--- src/rtl/game_pkg.sv ---
// Shared game constants: state encoding, key box origins and object size.
// Used by the tracker, the renderer and the top-level game FSM.
package game_pkg;

  localparam logic [3:0] GsTitle    = 4'd0;
  localparam logic [3:0] GsStaff    = 4'd1;
  localparam logic [3:0] GsStage1   = 4'd2;
  localparam logic [3:0] GsSuccess1 = 4'd3;
  localparam logic [3:0] GsStage2   = 4'd4;
  localparam logic [3:0] GsSuccess2 = 4'd5;
  localparam logic [3:0] GsStage3   = 4'd6;
  localparam logic [3:0] GsSuccess3 = 4'd7;
  localparam logic [3:0] GsFail     = 4'd8;

  localparam int unsigned ObjW = 20;

  localparam logic [8:0] Key1X = 9'd65;
  localparam logic [8:0] Key1Y = 9'd35;
  localparam logic [8:0] Key2X = 9'd235;
  localparam logic [8:0] Key2Y = 9'd35;
  localparam logic [8:0] Key3X = 9'd235;
  localparam logic [8:0] Key3Y = 9'd205;

  typedef enum logic [1:0] {
    StIdle,
    StArmed,
    StClear,
    StDead
  } trk_state_e;

  function automatic logic is_stage(logic [3:0] s);
    return (s == GsStage1) || (s == GsStage2) || (s == GsStage3);
  endfunction

  function automatic logic [1:0] popcount3(logic [2:0] v);
    return {1'b0, v[0]} + {1'b0, v[1]} + {1'b0, v[2]};
  endfunction

endpackage

--- src/rtl/box_overlap.sv ---
// Strict axis-aligned overlap of a W-square player box with a W-square object box.
module box_overlap #(
  parameter int unsigned W = 20
) (
  input  logic [8:0] px_i,
  input  logic [8:0] py_i,
  input  logic [8:0] kx_i,
  input  logic [8:0] ky_i,
  output logic       hit_o
);

  localparam logic [9:0] WExt = 10'(W);

  // Widened to 10 bits so x+W near the right edge cannot wrap.
  logic [9:0] px_w, py_w, kx_w, ky_w;
  assign px_w = {1'b0, px_i};
  assign py_w = {1'b0, py_i};
  assign kx_w = {1'b0, kx_i};
  assign ky_w = {1'b0, ky_i};

  assign hit_o = (px_w < kx_w + WExt) && (px_w + WExt > kx_w) &&
                 (py_w < ky_w + WExt) && (py_w + WExt > ky_w);

endmodule

--- src/rtl/obj_tracker.sv ---
// Key pickup, light timer and life bookkeeping for one stage; emits clear/fail pulses.
module obj_tracker
  import game_pkg::*;
#(
  parameter int unsigned LIGHT_FRAMES = 600,
  parameter int unsigned LIVES        = 3,
  parameter int unsigned OBJ_W        = ObjW
) (
  input  logic       clk,
  input  logic       rst_n,
  input  logic [3:0] state,
  input  logic       frame_tick,
  input  logic       pos_valid,
  input  logic [8:0] player_x,
  input  logic [8:0] player_y,
  output logic [2:0] todo,
  output logic [1:0] keys_held,
  output logic [1:0] life,
  output logic       light_on,
  output logic       stage_clear,
  output logic       fail
);

  localparam logic [9:0] LightInit = 10'(LIGHT_FRAMES);
  localparam logic [1:0] LifeInit  = 2'(LIVES);

  trk_state_e fsm_q, fsm_d;
  logic [3:0] state_q;
  logic [2:0] todo_q, todo_d;
  logic [1:0] keys_q, keys_d;
  logic [1:0] life_q, life_d;
  logic [9:0] timer_q, timer_d;
  logic       clear_q, clear_d;
  logic       fail_q, fail_d;

  logic [2:0] ovl;
  logic [2:0] hit;
  logic       pickup;
  logic       entry;
  logic [2:0] keys_sum;

  box_overlap #(.W(OBJ_W)) u_key1 (
    .px_i (player_x),
    .py_i (player_y),
    .kx_i (Key1X),
    .ky_i (Key1Y),
    .hit_o(ovl[0])
  );

  box_overlap #(.W(OBJ_W)) u_key2 (
    .px_i (player_x),
    .py_i (player_y),
    .kx_i (Key2X),
    .ky_i (Key2Y),
    .hit_o(ovl[1])
  );

  box_overlap #(.W(OBJ_W)) u_key3 (
    .px_i (player_x),
    .py_i (player_y),
    .kx_i (Key3X),
    .ky_i (Key3Y),
    .hit_o(ovl[2])
  );

  assign entry    = is_stage(state) && (state != state_q);
  assign hit      = pos_valid ? (ovl & todo_q) : 3'b000;
  assign pickup   = |hit;
  assign keys_sum = {1'b0, keys_q} + {1'b0, popcount3(hit)};

  always_comb begin
    fsm_d   = fsm_q;
    todo_d  = todo_q;
    keys_d  = keys_q;
    life_d  = life_q;
    timer_d = timer_q;
    clear_d = 1'b0;
    fail_d  = 1'b0;

    if (!is_stage(state)) begin
      fsm_d = StIdle;
    end else if (entry) begin
      fsm_d   = StArmed;
      todo_d  = 3'b111;
      keys_d  = 2'd0;
      life_d  = LifeInit;
      timer_d = LightInit;
    end else if (fsm_q == StArmed) begin
      todo_d = todo_q & ~hit;
      keys_d = keys_sum[1:0];
      // A pickup reload takes precedence over a same-cycle frame tick.
      if (pickup) begin
        timer_d = LightInit;
      end else if (frame_tick && (timer_q != 10'd0)) begin
        if (timer_q == 10'd1) begin
          life_d  = life_q - 2'd1;
          timer_d = (life_q == 2'd1) ? 10'd0 : LightInit;
        end else begin
          timer_d = timer_q - 10'd1;
        end
      end
      if (keys_sum == 3'd3) begin
        fsm_d   = StClear;
        clear_d = 1'b1;
      end else if (life_d == 2'd0) begin
        fsm_d  = StDead;
        fail_d = 1'b1;
      end
    end
  end

  always_ff @(posedge clk or negedge rst_n) begin
    if (!rst_n) begin
      fsm_q   <= StIdle;
      state_q <= GsTitle;
      todo_q  <= 3'b111;
      keys_q  <= 2'd0;
      life_q  <= LifeInit;
      timer_q <= LightInit;
      clear_q <= 1'b0;
      fail_q  <= 1'b0;
    end else begin
      fsm_q   <= fsm_d;
      state_q <= state;
      todo_q  <= todo_d;
      keys_q  <= keys_d;
      life_q  <= life_d;
      timer_q <= timer_d;
      clear_q <= clear_d;
      fail_q  <= fail_d;
    end
  end

  assign todo        = todo_q;
  assign keys_held   = keys_q;
  assign life        = life_q;
  assign light_on    = (timer_q != 10'd0);
  assign stage_clear = clear_q;
  assign fail        = fail_q;

endmodule

--- config.mk ---
export PLATFORM = sky130hd
export DESIGN_NAME = obj_tracker
export DESIGN_NICKNAME = d
export VERILOG_FILES = /design/src/rtl/game_pkg.sv /design/src/rtl/box_overlap.sv /design/src/rtl/obj_tracker.sv
export SDC_FILE = /design/constraint.sdc
export NUM_CORES = 1
export LEC_CHECK = 0
export CAP_MARGIN = 20
export CORE_MARGIN = 5
export CORE_UTILIZATION = 55
export DETAILED_ROUTE_END_ITERATION = 10
export GPL_TIMING_DRIVEN = 0
export MAX_ROUTING_LAYER = met4
export PLACE_DENSITY = 0.95
export SLEW_MARGIN = 20
export SYNTH_ARGS = -nofsm -noshare
export SYNTH_HDL_FRONTEND = slang
export SYNTH_SLANG_ARGS = --single-unit
export TNS_END_PERCENT = 30
--- constraint.sdc ---
create_clock -name clk -period 8.48 [get_ports clk]
set_input_delay 0.848 -clock clk [delete_from_list [all_inputs] [get_ports clk]]
set_output_delay 0.848 -clock clk [all_outputs]
set_load 0.02 [all_outputs]
==> summary.md, run 1 <==
| Metric | Value |
|---|---|
| Status | finished, final reports clean |
| CP Capture Type | flop |
| Syn Nets | 211 |
| # clock sinks | 25 |
| Starting Density | 0.572 |
| Final instance area | 2180 um2 |
| Crit path max fanout | 4 |
| Core area | ~3100 um2 |
| Async SR Flop Fraction | 1.00 |
| CP max stage cell | fa_1 |
| CTS buffer count | 3 |
| Largest delay share family, worst path | adder cells |
| Final ANT Viol Nets | 0 |
| Die area | between 4000 and 5000 um2 |
| Critical Path Stages | 11 |
| Synth Area in Compound Gates | 0.266 |
| Detailed placement HPWL | 3.12 mm |
| Synth area leader | dfrtp_1 |
| HP Class | in2async |
| Final WL | 3.88 mm |
| Syn Area/Cell | 9.76 um2 |
| Simple-Gate Fraction of Synth Area | 0.251 |
| Setup Buffers After CTS | 0 |
| CTS Hold Bufs | 0 |
| Ys Warns | 0 |
| Max clock buf depth | 2 |
| Pwr dens | 153 nW/um2 |
| Critical Path RT | 8.68 ns |
| PortBufs | 35 |
| Worst setup SP type | input port |
| Final Max Tran Viols | 0 |
| Width of the die | approximately 66 um |
| Crit-path most repeated cell | fa_1 |
| Total of max-cap violations | 0 |
| Final TNS setup | 0 ns |
| Period utilization | 0.468 |
| Slew @ Worst Pin | 0.631 ns |
| Critical path type | in2reg |
| Adder-Cell Fraction of Synth Area | 0.0516 |
| Row cnt | 20 |
| RSZ-0062 raised after global routing | false |
| Inserted Diodes | 0 |
| Grt ovf | 0 |
| Clock transition at path regs | about 0.15 ns |
| CTS root buffer | clkbuf_4 |
| Post-DP Area | 2150 um2 |
| Post-synth top flop | dfrtp_1 |
| Largest net degree at the start of global routing | 26 |
| Slew HR | 0.578 |
| Router iterations before antenna repair | 4 |
| Cell chain of the critical path | clkdlybuf4s50_1 > or3_1 > o311a_1 > nor4_1 > fa_1 > ha_1 > inv_1 > fa_1 > nand3b_1 > o21ai_0 > a21oi_1 |
| I/O pin cnt | 36 |
| Final hold slack | 0.476 ns |
| DRC Markers | 0 |
| Nets | 251 |
| Worst-Skew Late Latency | 0.33 ns |
| 1st-iter DRT viols | a little under 100 |
| Number of library cell types mapped by synthesis | approximately 60 |
| Vias in the first global route | about 1.5k |
| Final Skew | between 0.02 and 0.025 ns |
| Buf/Inv on CP | 2 |
| WL/cell | 14.8 um |
| Antenna violations before repair | 0 |
| Gp weighted congestion | 0.872 |
| First-pass GRT wire length | 6.45 mm |
| Final setup viols | 0 |
| Mapped cell area | 1750 um2 |
| Final hold vios | 0 |
| Peak VDD IR | 0.000131 V |
| R2r worst-path depth | 10 |
| Via count | between 1.5k and 2k |
| Worst path max stage delay | 0.50 ns |
| Ratio of cells with drive above 1 in the final layout | 0.156 |
| P&R area growth vs syn | 24.6% |
| Post-synthesis xor/xnor area fraction | 0.0201 |
| Vias/cell | about 6.0 |
| Critical Path AT | between 4 and 5 ns |
| Syn Inst Count | 179 |
| Lkg Pwr | 0.845 nW |
| Synth Register Bits | 25 |
| DIE HEIGHT | 66.4 um |
| Crit path time final | around 4.0 ns |
| Fmax | 252 MHz |
| Mux cell area share after synthesis | 0.00645 |
| Yosys top cell area share | 0.229 |
| Post-cts resize count | 0 |
| Post-synth EDFFs | 0 |
| Total power draw | 0.334 mW |
| Dominant cells by area after synthesis | dfrtp_1, dfstp_2, nor2_1 |
| CTS tree | done |
| H-tree depth | 1 |
| Register area share after synthesis | 0.365 |
| Gr usage total | 0.188 |
| Largest family of logic cells by synthesized area | compound AO/OA/AOI/OAI gates |
## layout make-up
class                           count  area (um2)
Clock inverter                      1        7.51
Sequential cell                    25         637
Buffer                              4        31.3
Clock buffer                        3        22.5
Multi-Input combinational cell    140        1040
Inverter                           10        37.5
Timing Repair Buffer               35         345
Fill cell                         245         876
Tap cell                           44        55.1
## sequential cells by signal (all words and copies together), names as in the netlist
name         cells
state_q          4
todo             3
keys_held        2
timer_q         10
fsm_q            2
life             2
stage_clear      1
fail             1
## layout by cell type, fill, tap and decap left out, types with 3 or more instances in the layout
master | Yosys | final
a211o_1 | 3 | 3
a211oi_1 | 3 | 3
a21o_1 | 6 | 6
a21oi_1 | 5 | 5
clkbuf_4 | 0 | 3
clkdlybuf4s50_1 | 0 | 34
dfrtp_1 | 16 | 16
dfstp_2 | 9 | 9
ha_1 | 4 | 4
inv_1 | 10 | 10
nand2_1 | 12 | 12
nand2b_1 | 3 | 3
nand3_1 | 3 | 3
nand3b_1 | 4 | 4
nor2_1 | 16 | 16
nor3_1 | 7 | 7
nor4_1 | 4 | 4
o211ai_1 | 3 | 3
o21ai_0 | 10 | 10
or3_1 | 3 | 3
or3_2 | 3 | 3
xor2_1 | 4 | 4
## logic make-up after synthesis
kind of cell	count (synthesis)
mux	1
compound gates	57
flops	25
fa+ha+maj	6
xor+xnor	4
buf+inv	14
simple gates	72
## per-stage QoR
stage	setup WS (ns)	instances	util
after floorplan	4.82	179	-
after global placement	4.16	258	0.705
after detailed placement	4.19	258	0.705
after CTS	4.54	262	0.715
after global routing	4.37	262	0.713
final	4.51	262	0.713
## cells in the mapped netlist, types with 2 or more instances
cell      number
nand3b_1       4
nor4_1         4
nand2b_1       3
or3_2          3
nand3_1        3
xor2_1         4
a211o_1        3
dfrtp_1       16
o21ai_1        2
a21o_1         6
nor3_1         7
nor2_1        16
inv_1         10
nor4_4         2
a21oi_1        5
or3_1          3
o2111a_1       2
nor4b_1        2
dfstp_2        9
o211ai_1       3
fa_1           2
o211a_1        2
a31oi_1        2
a211oi_1       3
buf_4          2
o21ai_0       10
or2_1          2
ha_1           4
nand2_1       12
o41ai_1        2
## power by group
group,internal (mW),switching [mW]
sequential,0.144,0.0245
combinational,0.0526,0.0599
clock,0.0180,0.0351
## worst paths after layout
kind / from / to / slack, ns
worst max-delay path: player_y[4] / fsm_q[0] / 4.51
worst min-delay path: rst_n / timer_q[0] / 0.48
worst max register to register: todo[0] / fsm_q[0] / 5.07
worst min register to register: todo[0] / todo[0] / 0.52
max in group asynchronous: rst_n / life[0] / 7.61
min in group clk: todo[0] / todo[0] / 0.52
## routing by layer
layer  GRT usage  vias up  part of all wire
met5           -        -                 0
met4      0.0431        0            0.0059
met3      0.0357        6             0.058
met2       0.321       47              0.50
met1       0.230      748              0.44
li1            -      769                 -
Power figures use the tool's default switching activity.
==> run 2, diff against run 1 <==
Settings changed: CORE_UTILIZATION 55 to 51, PLACE_DENSITY 0.95 to 0.9.
Clock period 8.48 ns to 3.8 ns, I/O delays scaled along.
==> summary.md, run 2 (same netlist as run 1, synthesis figures left out) <==
| Metric | Value |
|---|---|
| Cell chain of the critical path | clkdlybuf4s50_1 > or3_1 > o311a_1 > nor4_1 > fa_1 > ha_1 > inv_1 > fa_1 > nand3b_1 > o21ai_0 > a21oi_1 |
| PortBufs | 35 |
| Most frequent cells in the layout | clkdlybuf4s50_1, nor2_1, dfrtp_1 |
| Crit path max fanout | 4 |
| Final ANT Viol Nets | 0 |
| Max clock buf depth | 2 |
| Largest register FFs | 10 |
| CTS buffer count | 3 |
| Placed cells | between 200 and 300 |
| Final instance area | 2180 um2 |
| Via count | 1596 |
| HP Class | in2async |
| Width of the die | 68.5 um |
| Fin cells | around 260 |
| Die area | 4690 um2 |
| Internal | 0.481 mW |
| H-tree depth | 1 |
| Flop pwr share | 0.501 |
| DRC Markers | 0 |
| Final setup viols | 0 |
| Critical Path AT | 3.82 ns |
| Total power draw | 0.753 mW |
| First-pass GRT wire length | 6.98 mm |
| Core area | roughly 3300 um2 |
| Gp weighted congestion | about 0.9 |
| Router iterations before antenna repair | 4 |
| Critical Path RT | between 4 and 5 ns |
| Worst-Skew Late Latency | 0.33 ns |
| Sw frac | 0.361 |
| CTS root buffer | clkbuf_4 |
| Clock power share | 0.171 |
| Starting Density | 0.523 |
| Register-to-Register Setup Slack | 0.49 ns |
| Crit path time final | 3.61 ns |
| Setup Buffers After CTS | 0 |
| P&R area growth vs syn | 24.9% |
| Slew HR | 0.558 |
| Biggest register | timer_q |
| Grt ovf | 0 |
| Total of max-cap violations | 0 |
| Psw | between 0.2 and 0.3 mW |
| DIE HEIGHT | 68.5 um |
| Period utilization | 0.949 |
| Row cnt | 21 |
| CTS Hold Bufs | 0 |
| Pre-CTS setup slack | -0.148 ns |
| Most common cell after layout, fill and taps aside | clkdlybuf4s50_1 |
| Fmax | approximately 280 MHz |
| Antenna violations before repair | 0 |
| Vias in the first global route | 1576 |
| Final Max Tran Viols | 0 |
| Critical path type | in2reg |
| Final Util | 0.654 |
| Post-cts resize count | 0 |
| Gr usage total | 0.200 |
| CTS tree | done |
| CP max stage cell | fa_1 |
| Comb power frac | 0.328 |
| Worst setup SP type | input port |
| Nets | 251 |
| I/O pin cnt | 36 |
| Final TNS setup | 0 ns |
| 1st-iter DRT viols | 57 |
| CP Capture Type | flop |
| Final Skew | 0.0105 ns |
| Final hold slack | 0.00403 ns |
| Final WS setup | 0.195 ns |
| Vias/cell | 6.05 |
| Final hold vios | 0 |
| Ratio of cells with drive above 1 in the final layout | 0.156 |
| Largest net degree at the start of global routing | 26 |
| Pwr dens | about 350 nW/um2 |
| Clock transition at path regs | 0.15 ns |
| Peak VDD IR | 0.000312 V |
| Final WL | 4.05 mm |
| Inserted Diodes | 0 |
| WL/cell | roughly 15 um |
| RSZ-0062 raised after global routing | false |
| Slew @ Worst Pin | 0.661 ns |
| Detailed placement HPWL | 3.22 mm |
| Lkg Pwr | approximately 0.85 nW |
| # clock sinks | 25 |
| Crit-path most repeated cell | fa_1 |
| Post-DP Area | 2150 um2 |
| Worst path max stage delay | approximately 0.52 ns |
| Status | finished, final reports clean |
[run 2: cell types whose count changed in the layout (fill, tap and decap cells not counted)]
cell | previous run | this run
inv_6 | 0 | 1
clkinvlp_4 | 1 | 0
[run 2: cell type report]
| class | count | area [um2] |
|---|---|---|
| buffer | 4 | 31.3 |
| clock buffer | 3 | 22.5 |
| clock inverter | 1 | 8.76 |
| fill | 268 | 1160 |
| inverter | 10 | 37.5 |
| multi-input combinational | 140 | 1040 |
| sequential | 25 | 637 |
| tap | 46 | 57.6 |
| timing repair buffer | 35 | 345 |
[run 2: power groups by stage]
stage	Clock (mW)	Combinational (mW)	Sequential, mW
global route	0.147	0.282	0.386
floorplan	0	0.179	0.365
global placement	0	0.238	0.377
detailed placement	0	0.247	0.378
CTS	0.137	0.247	0.374
finish	0.129	0.247	0.377
[run 2: per-layer routing]
metal / wire (um) / vias to the layer above / GRT usage
met5: 0 / - / -
li1: - / 769 / -
met4: 34 / 0 / 0.0670
met2: 2150 / 43 / 0.337
met1: 1720 / 780 / 0.242
met3: 157 / 4 / 0.0324
[run 2: critical path: cells and delay by family]
kind / cells / cell delay (ns)
compound gates: 3 / 0.61
fa+ha+maj: 3 / 1.17
buf+inv: 2 / 0.51
simple gates: 3 / 1.13
[run 2: path summary, 6_finish.rpt]
kind                              from          to  depth (start not counted)
setup / recovery           player_y[4]    fsm_q[0]                         11
hold / removal                   rst_n  state_q[0]                          1
setup reg to reg               todo[0]    fsm_q[0]                         10
hold reg to reg                todo[0]     todo[0]                          2
max in group asynchronous        rst_n  timer_q[6]                          1
min in group clk               todo[0]     todo[0]                          2
==> run 3, diff against run 2 <==
Settings changed: CORE_UTILIZATION 51 to 46, PLACE_DENSITY 0.9 to 0.86, SLEW_MARGIN 20 to default.
Clock period 3.8 ns to 3 ns, I/O delays scaled along.
==> summary.md, run 3 (same netlist as run 1, synthesis figures left out) <==
| Metric | Value |
|---|---|
| First-pass GRT wire length | between 7 and 8 mm |
| Pwr dens | 437 nW/um2 |
| Gr usage total | 0.181 |
| P&R area growth vs syn | 33.2% |
| Slew @ Worst Pin | 0.656 ns |
| Starting Density | 0.477 |
| Antenna violations before repair | 0 |
| Final Max Tran Viols | 0 |
| Largest net degree at the start of global routing | 17 |
| Critical Path AT | around 3.1 ns |
| Final Skew | around 0.00076 ns |
| CP max stage cell | fa_1 |
| DIE HEIGHT | just over 70 um |
| Most common cell after layout, fill and taps aside | clkdlybuf4s50_1 |
| Final WS setup | between 0.04 and 0.05 ns |
| Final WL | 4.26 mm |
| Critical path type | in2reg |
| Crit-path most repeated cell | fa_1 |
| Fmax | 338 MHz |
| Worst path max stage delay | 0.46 ns |
| Pre-CTS setup slack | -0.594 ns |
| Final hold vios | 0 |
| Fin cells | around 270 |
| Cell chain of the critical path | clkdlybuf4s15_2 > or3_1 > o311a_4 > nor4_4 > fa_1 > ha_2 > inv_2 > fa_1 > nand3b_1 > o21ai_1 > a21oi_1 |
| Most frequent cells in the layout | clkdlybuf4s50_1, nor2_1, dfrtp_1 |
| Crit path time final | roughly 3.0 ns |
| Final setup viols | 0 |
| WL/cell | 15.6 um |
| Detailed placement HPWL | between 3 and 4 mm |
| Period utilization | 0.985 |
| H-tree depth | 1 |
| Worst setup SP type | input port |
| Critical Path RT | approximately 3.1 ns |
| HP Class | in2async |
| I/O pin cnt | 36 |
| Status | finished, final reports clean |
| Grt ovf | 0 |
| Lkg Pwr | 0.944 nW |
| Largest register FFs | 10 |
| CTS root buffer | clkbuf_8 |
| CTS tree | done |
| Slew HR | 0.561 |
| Placed cells | 263 |
| CTS buffer count | 3 |
| Worst-Skew Late Latency | 0.27 ns |
| Nets | 258 |
| # clock sinks | 25 |
| Total of max-cap violations | 0 |
| Crit path max fanout | 4 |
| CP Capture Type | flop |
| Gp weighted congestion | 0.911 |
| DRC Markers | 0 |
| Core area | 3660 um2 |
| Inserted Diodes | 0 |
| Final ANT Viol Nets | 0 |
| Row cnt | 22 |
| RSZ-0062 raised after global routing | true |
| Ratio of cells with drive above 1 in the final layout | 0.222 |
| CTS Hold Bufs | 0 |
| Biggest register | timer_q |
| 1st-iter DRT viols | 46 |
| Clock transition at path regs | 0.09 ns |
| Vias/cell | 5.72 |
| Die area | 5130 um2 |
| Width of the die | 71.6 um |
| Vias in the first global route | 1611 |
| PortBufs | 35 |
| Router iterations before antenna repair | 4 |
| Via count | between 1.5k and 2k |
| Peak VDD IR | 0.000469 V |
| Max clock buf depth | 2 |
run 3: cell count changes in the layout (fill, tap and decap cells not counted), sizes merged:
cell | before | now
buf | 5 | 13
clkdlybuf4s15 | 0 | 1
clkdlybuf4s50 | 34 | 25
dlygate4sd2 | 0 | 4
dlymetal6s2s | 0 | 3
run 3: layout make-up:
type | count | area, um2
inverters | 10 | 37.5
plain buffers | 4 | 31.3
clock inverters | 1 | 8.76
well taps | 48 | 60.1
fillers | 311 | 1340
clock buffers | 3 | 41.3
repair buffers | 42 | 404
multi-input cells | 140 | 1110
flip-flops and latches | 25 | 637
run 3: metal layers:
metal,vias up,GRT usage,wire (um)
met5,-,-,0
met3,7,0.0337,205
met4,0,0.0522,64
met1,737,0.218,1810
li1,780,-,-
met2,37,0.309,2180
run 3: worst paths after layout:
path                              from    endpoint  slack, ns  cells past startpoint
setup / recovery           player_y[3]    fsm_q[0]       0.04                     11
hold / removal                   rst_n  timer_q[7]       0.39                      1
setup reg to reg               todo[0]    fsm_q[0]       0.08                     10
hold reg to reg             timer_q[3]  timer_q[3]       0.52                      2
max in group asynchronous        rst_n     life[0]       2.03                      2
min in group clk            timer_q[3]  timer_q[3]       0.52                      2
run 3: power by group:
| part | total, mW | switching (mW) | internal [mW] | leakage [nW] |
|---|---|---|---|---|
| registers | 0.480 | 0.0732 | 0.407 | 0.299 |
| logic | 0.324 | 0.172 | 0.151 | 0.619 |
| clock network | 0.212 | 0.115 | 0.0975 | 0.0261 |
run 3: timing repair:
item,in CTS,in global routing
pin swaps,12,5
endpoints found under the setup margin,4,3
gates resized for setup,25,3
setup buffers,3,3
run 3: critical path, delay by kind of cell:
kind,cells,cell delay [ns]
AND/OR/NAND/NOR,3,0.86
AO/OA/AOI/OAI,3,0.63
buffers and inverters,2,0.25
adder cells (fa/ha/maj),3,1.05
run 3: per-stage QoR:
step,area [um2],power [mW],hold WS (ns),setup TNS (ns),utilization
after floorplan,1760,0.691,0.00441,0,-
after global placement,2170,0.782,0.487,-1.82,0.593
after detailed placement,2180,0.799,0.484,-2.00,0.597
after CTS,2300,1.02,0.404,0,0.627
after global routing,2330,1.09,0.424,-0.0784,0.635
final,2330,1.02,0.389,0,0.635
